<file path="src/rtl/uart_rx_deserializer.sv">
// rtl/uart_rx_deserializer.sv - oversampled UART receive deserializer with parity/frame checks
//   baud_clk     oversampling clock, all logic on posedge
//   reset_n      async active-low reset
//   data_tx      serial line (async, idle high)
//   data_ready   consumer accepts data_out this cycle
//   data_out     received word
//   data_valid   data_out/flags valid, held until accepted
//   parity_err   parity mismatch for the word in data_out
//   frame_err    a stop bit sampled low for the word in data_out
//   overrun_err  1-cycle pulse: frame completed while holding reg full
//   active_flag  high while a frame is being received
module uart_rx_deserializer #(
  parameter int DATA_BITS  = 8,
  parameter int OVERSAMPLE = 16,
  parameter int PARITY_EN  = 1,
  parameter int PARITY_ODD = 0,
  parameter int STOP_BITS  = 1
) (
  input  logic                 baud_clk,
  input  logic                 reset_n,
  input  logic                 data_tx,
  input  logic                 data_ready,
  output logic [DATA_BITS-1:0] data_out,
  output logic                 data_valid,
  output logic                 parity_err,
  output logic                 frame_err,
  output logic                 overrun_err,
  output logic                 active_flag
);

  localparam int TW = $clog2(OVERSAMPLE);
  localparam int BW = $clog2(DATA_BITS + 1);

  localparam logic [TW-1:0] T_HM1  = TW'(OVERSAMPLE / 2 - 1);
  localparam logic [TW-1:0] T_H    = TW'(OVERSAMPLE / 2);
  localparam logic [TW-1:0] T_HP1  = TW'(OVERSAMPLE / 2 + 1);
  localparam logic [TW-1:0] T_LAST = TW'(OVERSAMPLE - 1);
  localparam logic [BW-1:0] B_LAST = BW'(DATA_BITS - 1);
  localparam logic          PAR_ODD   = 1'(PARITY_ODD);
  localparam logic          STOP_LAST = 1'(STOP_BITS - 1);

  typedef enum logic [2:0] {
    S_IDLE,
    S_START,
    S_DATA,
    S_PARITY,
    S_STOP
  } state_t;

  state_t               state, state_nxt;
  logic                 rx_m, rx_s;
  logic [TW-1:0]        tick, tick_nxt;
  logic [BW-1:0]        bit_cnt;
  logic                 stop_cnt;
  logic                 smp_a, smp_b, bit_val;
  logic [DATA_BITS-1:0] shreg;
  logic                 perr, ferr;

  logic maj, at_mid, at_end;
  logic start_frame, bit_rst, shift_en, perr_chk, ferr_chk, stop_adv, complete;

  // Two samples are stored; the third is the live rx_s at tick H+1.
  assign maj    = (smp_a & smp_b) | (smp_a & rx_s) | (smp_b & rx_s);
  assign at_mid = (tick == T_HP1);
  assign at_end = (tick == T_LAST);

  always_ff @(posedge baud_clk or negedge reset_n) begin
    if (!reset_n) begin
      rx_m <= 1'b1;
      rx_s <= 1'b1;
    end else begin
      rx_m <= data_tx;
      rx_s <= rx_m;
    end
  end

  always_ff @(posedge baud_clk or negedge reset_n) begin
    if (!reset_n) begin
      state <= S_IDLE;
      tick  <= '0;
    end else begin
      state <= state_nxt;
      tick  <= tick_nxt;
    end
  end

  always_comb begin
    state_nxt   = state;
    tick_nxt    = tick + TW'(1);
    start_frame = 1'b0;
    bit_rst     = 1'b0;
    shift_en    = 1'b0;
    perr_chk    = 1'b0;
    ferr_chk    = 1'b0;
    stop_adv    = 1'b0;
    complete    = 1'b0;
    case (state)
      S_IDLE: begin
        tick_nxt = '0;
        if (!rx_s) begin
          // The detecting cycle counts as tick 0 of the start bit.
          state_nxt   = S_START;
          tick_nxt    = TW'(1);
          start_frame = 1'b1;
        end
      end
      S_START: begin
        if (at_mid && maj) begin
          state_nxt = S_IDLE;
          tick_nxt  = '0;
        end else if (at_end) begin
          state_nxt = S_DATA;
          bit_rst   = 1'b1;
        end
      end
      S_DATA: begin
        if (at_end) begin
          shift_en = 1'b1;
          if (bit_cnt == B_LAST) begin
            state_nxt = (PARITY_EN != 0) ? S_PARITY : S_STOP;
          end
        end
      end
      S_PARITY: begin
        perr_chk = at_mid;
        if (at_end) begin
          state_nxt = S_STOP;
        end
      end
      S_STOP: begin
        if (at_mid) begin
          ferr_chk = 1'b1;
          // Leaving at mid-bit of the final stop re-arms early enough
          // to catch a start bit that follows with no idle gap.
          if (stop_cnt == STOP_LAST) begin
            complete  = 1'b1;
            state_nxt = S_IDLE;
            tick_nxt  = '0;
          end
        end else if (at_end) begin
          stop_adv = 1'b1;
        end
      end
      default: begin
        state_nxt = S_IDLE;
        tick_nxt  = '0;
      end
    endcase
  end

  always_ff @(posedge baud_clk or negedge reset_n) begin
    if (!reset_n) begin
      smp_a    <= 1'b1;
      smp_b    <= 1'b1;
      bit_val  <= 1'b1;
      shreg    <= '1;
      bit_cnt  <= '0;
      stop_cnt <= 1'b0;
      perr     <= 1'b0;
      ferr     <= 1'b0;
    end else begin
      if (tick == T_HM1) smp_a <= rx_s;
      if (tick == T_H)   smp_b <= rx_s;
      if (at_mid)        bit_val <= maj;
      if (start_frame) begin
        perr     <= 1'b0;
        ferr     <= 1'b0;
        stop_cnt <= 1'b0;
        bit_cnt  <= '0;
      end
      if (bit_rst) bit_cnt <= '0;
      if (shift_en) begin
        shreg   <= {bit_val, shreg[DATA_BITS-1:1]};
        bit_cnt <= bit_cnt + BW'(1);
      end
      if (perr_chk) perr <= ((^shreg) ^ PAR_ODD) != maj;
      if (ferr_chk && !maj) ferr <= 1'b1;
      if (stop_adv) stop_cnt <= 1'b1;
    end
  end

  always_ff @(posedge baud_clk or negedge reset_n) begin
    if (!reset_n) begin
      data_out    <= '0;
      data_valid  <= 1'b0;
      parity_err  <= 1'b0;
      frame_err   <= 1'b0;
      overrun_err <= 1'b0;
      active_flag <= 1'b0;
    end else begin
      overrun_err <= 1'b0;
      active_flag <= (state_nxt != S_IDLE);
      if (complete) begin
        if (!data_valid || data_ready) begin
          data_out   <= shreg;
          parity_err <= perr;
          // Final stop bit is folded in directly; its ferr update lands too late.
          frame_err  <= ferr | ~maj;
          data_valid <= 1'b1;
        end else begin
          overrun_err <= 1'b1;
        end
      end else if (data_valid && data_ready) begin
        data_valid <= 1'b0;
      end
    end
  end

endmodule

</file>
<file path="config.mk">
export PLATFORM = sky130hd
export DESIGN_NAME = uart_rx_deserializer
export DESIGN_NICKNAME = d
export VERILOG_FILES = /design/src/rtl/uart_rx_deserializer.sv
export SDC_FILE = /design/constraint.sdc
export NUM_CORES = 1
export LEC_CHECK = 0
export BUFFER_PORTS_ARGS = -buffer_cell sky130_fd_sc_hd__buf_2
export CAP_MARGIN = 40
export CORE_AREA = 8 8 67 69
export DETAILED_ROUTE_END_ITERATION = 10
export DIE_AREA = 0 0 75 77
export PLACE_DENSITY = 0.77
export SLEW_MARGIN = 20
export SYNTH_ARGS = -nofsm -noshare
export SYNTH_HDL_FRONTEND = slang
export SYNTH_SLANG_ARGS = --single-unit
</file>
<file path="constraint.sdc">
create_clock -name baud_clk -period 2.7 [get_ports baud_clk]
set_clock_uncertainty 0.05 [all_clocks]
set_input_delay 0.405 -clock baud_clk [delete_from_list [all_inputs] [get_ports baud_clk]]
set_output_delay 0.405 -clock baud_clk [all_outputs]
set_load 0.02 [all_outputs]
</file>
# After elaboration in Yosys (flattened, before gate mapping)

Cells that the tools add are included.

Flip-flop bits (word level): 40
Input bits: 4
Output and inout bits: 13
Logic and storage cells: 95

Add/subtract/negate cells: 2
Equality and inequality tests: 11
Muxes and demuxes: 40
Bitwise gates (word level): 7
Reductions and logical operators: 17

Operators with widths:

| kind                                                                  | number |
|---|---|
| 1-bit 2-to-1 mux                                                      | 24 |
| 3-bit 2-to-1 mux                                                      | 8 |
| 4-bit 2-to-1 mux                                                      | 6 |
| 4-bit case mux with 4 select lines                                    | 1 |
| 3-bit case mux with 5 select lines                                    | 1 |
| 4-bit equality test, second input constant                            | 3 |
| 4-bit by 1-bit adder with 4-bit output, second input constant         | 2 |
| 4-bit by 3-bit equality test with 1-bit output, second input constant | 2 |
| 2-bit nonzero test                                                    | 4 |
| 8-bit XOR reduction                                                   | 1 |
| 3-bit by 2-bit equality test with 1-bit output, second input constant | 2 |
| 3-bit nonzero test                                                    | 2 |
| 2-bit AND reduction                                                   | 2 |
| 1-bit AND                                                             | 3 |
| 3-bit by 1-bit equality test with 1-bit output, second input constant | 1 |
| 3-bit equality test, second input constant                            | 1 |
| 1-bit logical AND                                                     | 3 |
| 3-bit logical NOT                                                     | 1 |
| 1-bit OR                                                              | 3 |
| 1-bit logical NOT                                                     | 2 |
| 2-bit by 1-bit != test with 1-bit output, second input constant       | 1 |
| 2-bit OR reduction                                                    | 1 |
| 1-bit logical OR                                                      | 1 |
| 1-bit != test                                                         | 1 |
| 1-bit inverter                                                        | 1 |

# Longest topological paths before layout

Depth after elaboration: 8
Gate-level depth with buffers: 7
Depth with buffers taken out: 6

# Worst setup path before layout

OpenSTA, ideal clock, no wires.

Kind: register to register
From: reg tick[0]
To: reg active_flag
Library setup time: 0.132 ns
Data arrival time: 1.406 ns
Path slack: 1.112 ns
Stages on the path, launching flop included: 6
Path buffers: 0
Period minus slack after synthesis: 1.588 ns
Cells stage by stage: dfrtp_1 -> ha_1 -> and3_2 -> nand4_1 -> nand3_2 -> or3b_1

Cells in the longest elaborated chain, start to end: 5

Ends and longest elaborated chain:

| item                                                  | line     | source |
|---|---|---|
| start, declared                                       | 52       | `logic [TW-1:0] tick, tick_nxt;` |
| start signal, assigned                                | 83       | `tick <= tick_nxt;` |
| 4-bit equality test (on tied branches)                | 65, 64   |  |
| 3-bit 2-to-1 mux or 1-bit logical AND (tied branches) | 111, 108 |  |
| 3-bit 2-to-1 mux                                      | 108      | `if (at_mid && maj) begin` |
| 3-bit case mux with 5 select lines *                  | 97       | `case (state)` |
| net state_nxt[0]                                      | 50       | `state_t state, state_nxt;` |
| 3-bit nonzero test *                                  | 192      | `active_flag <= (state_nxt != S_IDLE);` |
| end signal, assigned                                  | 192      |  |
| end, declared                                         | 28       | `output logic active_flag` |

The timed path passes the listed nets; every way through them passes the cells marked *.
A chain may end at the register's enable or synchronous reset.

# Final worst setup path

From: reg tick[1]
To: reg data_out[2]

Cells in the longest elaborated chain, start to end: 4

Ends and longest elaborated chain:

| item                                 | line | source |
|---|---|---|
| 4-bit equality test                  | 64   | `assign at_mid = (tick == T_HP1);` |
| 1-bit 2-to-1 mux                     | 131  | `if (at_mid) begin` |
| 1-bit 2-to-1 mux                     | 97   |  |
| 2-bit AND reduction (no source line) | --   |  |
| end signal, assigned                 | 195  | `data_out <= shreg;` |
| end, declared                        | 23   | `output logic [DATA_BITS-1:0] data_out,` |

No other way between the ends.

==> flow_summary.json <==
{
  "status": "complete, no violations",
  "ys_ff_latch": 40,
  "clk_pin_slew_worst_paths_ps": 110,
  "multi_input_area_um2": 808,
  "gp_congestion": 0.827,
  "buffer_ports.inserted": 16,
  "clkLatencyLatePin_ps": 350,
  "synth_edf_count": 0,
  "wl_per_cell_um": 14.8,
  "grt_pass1_vias": 1248,
  "postLayoutCoreUtil": 0.598,
  "fmax_ghz": 0.562,
  "vias_per_cell": 5.22,
  "gr-usage-all-layers": 0.132,
  "postCtsSetupBuffers": 0,
  "required_ps": 2890,
  "cts_hold_buf": 0,
  "h-tree-depth": 2,
  "grt_antenna_before_repair": 0,
  "rsz0062_at_grt": "no",
  "synth_area_mm2": 0.00189,
  "final_layout_size_suffix_gt1_frac": 0.333,
  "ir_worst_vdd_v": 0.000367,
  "initial_core_util": 0.540,
  "cts_buffer_depth": 2,
  "wl_um": 3460,
  "fin_crit_ps": 1780,
  "synth-async-reset-ratio": 1.00,
  "ys_seq_area_frac": 0.539,
  "setup_viol": 0,
  "insertedDiodeCount": 0,
  "timing.max_cap.violations": 0,
  "core_mm2": 0.00350,
  "dpl.hpwl_um": 2540,
  "die_height_um": 77,
  "synth_cells": 165,
  "synth_warnings": 0,
  "syn_to_final_growth_pct": 10.8,
  "max_slew_margin": 0.750,
  "max_slew.worst_pin.slew_ps": 374,
  "final_nets": 193,
  "synth.net_count": 173,
  "holdWs_ps": 100,
  "finalHoldViolCount": 0,
  "cts_root_buf": "clkbuf_4",
  "worstSetupEndpointType": "flip-flop",
  "dr_total_vias": 1222,
  "cp.arrival_ps": 1970,
  "die_w_um": 75,
  "cts_made_buffers": 5,
  "grt_pass1_wl_um": 5980,
  "dieArea_mm2": 0.00578,
  "fill_cells": 308,
  "cp-start-kind": "flip-flop",
  "crit_type": "flip-flop to flip-flop",
  "powerDensity_mw_per_mm2": 726,
  "grt_max_degree": 41,
  "drv_slew": 0,
  "final_area_mm2": 0.00209,
  "drc_errors": 0,
  "period_share": 0.659,
  "overflow": 0,
  "fin_cells": 234,
  "boundaryPins": 17,
  "dr.pass1.iters": 4,
  "rows": 22,
  "dominantRegCellSynth": "dfrtp_1",
  "ant_nets": 0,
  "tns_ps": 0,
  "post_dp_cell_area_mm2": 0.00198,
  "cts_resized": 0,
  "cts_num_sinks": 40,
  "syn_avg_cell_area_um2": 11.4,
  "ys_types": 42,
  "drtIter0Drc": 57,
  "worstPathMaxFanout": 11,
  "final-seq-area_mm2": 0.00102,
  "placedCellCount": 224,
  "hold_class": "input port to flip-flop",
  "cts_tree": "built",
  "p_leak_nw": 1.00
}
## cell usage after synthesis (4+ instances only)
master / instances / area, um2
nand2_1: 34 / 128
dfrtp_1: 27 / 676
dfstp_2: 13 / 342
mux2_4: 8 / 120
xnor2_1: 8 / 70.1
o21ai_0: 7 / 35.0
nor2_1: 6 / 22.5
nand3_1: 5 / 25.0
a21oi_1: 4 / 20.0
ha_1: 4 / 50.1
inv_1: 4 / 15.0
nor2b_1: 4 / 25.0
## cell usage in the layout, fill, tap and decap left out, types with 2 or more instances in the layout
cell type,n
nor2b_1,4
dfrtp_1,27
dfstp_2,13
nand2b_1,3
o21ai_0,7
xnor2_1,8
mux2_2,3
buf_2,16
nor2_1,6
nand2_1,34
nand3_1,5
a21oi_1,4
clkbuf_4,5
a31oi_1,2
ha_1,4
nand3_2,2
mux2_4,8
nor3b_2,2
o31ai_1,2
inv_1,4
nand4_1,2
## sequential cells by signal, indices dropped and copies added, names as in the netlist, 3 cells and up
signal	cells
bit_cnt	4
tick	4
state	3
data_out	8
shreg	8
## metrics by stage
step                      total power, W  worst slack, ps
after floorplan                  0.00105             1110
after global placement           0.00111              985
after detailed placement         0.00114              934
after CTS                        0.00153              920
after global routing             0.00161              822
final                            0.00152              920
## worst max-delay path: stages, from the launching register on
cell and delay, ps:
dfrtp_1 410, inv_1 80, ha_1 180, and4bb_2 280, nand3_2 290, mux2_4 400
## cells by family (layout without fill, tap and decap cells)
group	Yosys count	after routing	synth area share
flip-flops	40	40	0.539
XOR/XNOR	10	10	0.0537
AO/OA/AOI/OAI	21	21	0.0683
adder cells (fa/ha/maj)	5	5	0.0318
multiplexers	11	11	0.0816
buffers and inverters	10	31	0.0325
AND/OR/NAND/NOR	68	68	0.193
## layer usage
layer | up-vias | global-route usage | share of wire
met4 | 0 | 0.0451 | 0.015
met3 | 7 | 0.0403 | 0.055
met1 | 589 | 0.166 | 0.43
met5 | - | 0 | 0
li1 | 600 | - | -
met2 | 26 | 0.207 | 0.50
## power by group
part,internal (W),switching [W],leakage [nW]
Sequential,0.000696,0.0000935,0.497
Combinational,0.000165,0.000181,0.460
Clock,0.000194,0.000189,0.0422
Total,0.00106,0.000464,1.00
## final cells by class
| cell class | count | area share |
|---|---|---|
| Inverter | 5 | 0.00898 |
| Clock buffer | 6 | 0.0197 |
| Sequential cell | 40 | 0.487 |
| Timing Repair Buffer | 18 | 0.0527 |
| Multi-Input combinational cell | 115 | 0.387 |
| Tap cell | 48 | 0.0287 |
| Clock inverter | 2 | 0.0168 |
## final timing paths
path | start | end | slack, ps | depth (start not counted)
setup reg to reg | tick[1]$_DFF_PN0_ | data_out[2]$_DFFE_PN0P_ | 920 | 5
min in group asynchronous | reset_n | perr$_DFFE_PN0P_ | 390 | 2
max in group asynchronous | reset_n | smp_b$_DFFE_PN1N_ | 1710 | 3
hold reg to reg | rx_m$_DFF_PN1_ | rx_s$_DFF_PN1_ | 320 | 0
hold / removal | data_tx | rx_m$_DFF_PN1_ | 100 | 1
setup / recovery | tick[1]$_DFF_PN0_ | data_out[2]$_DFFE_PN0P_ | 920 | 5
Power figures use the tool's default switching activity.
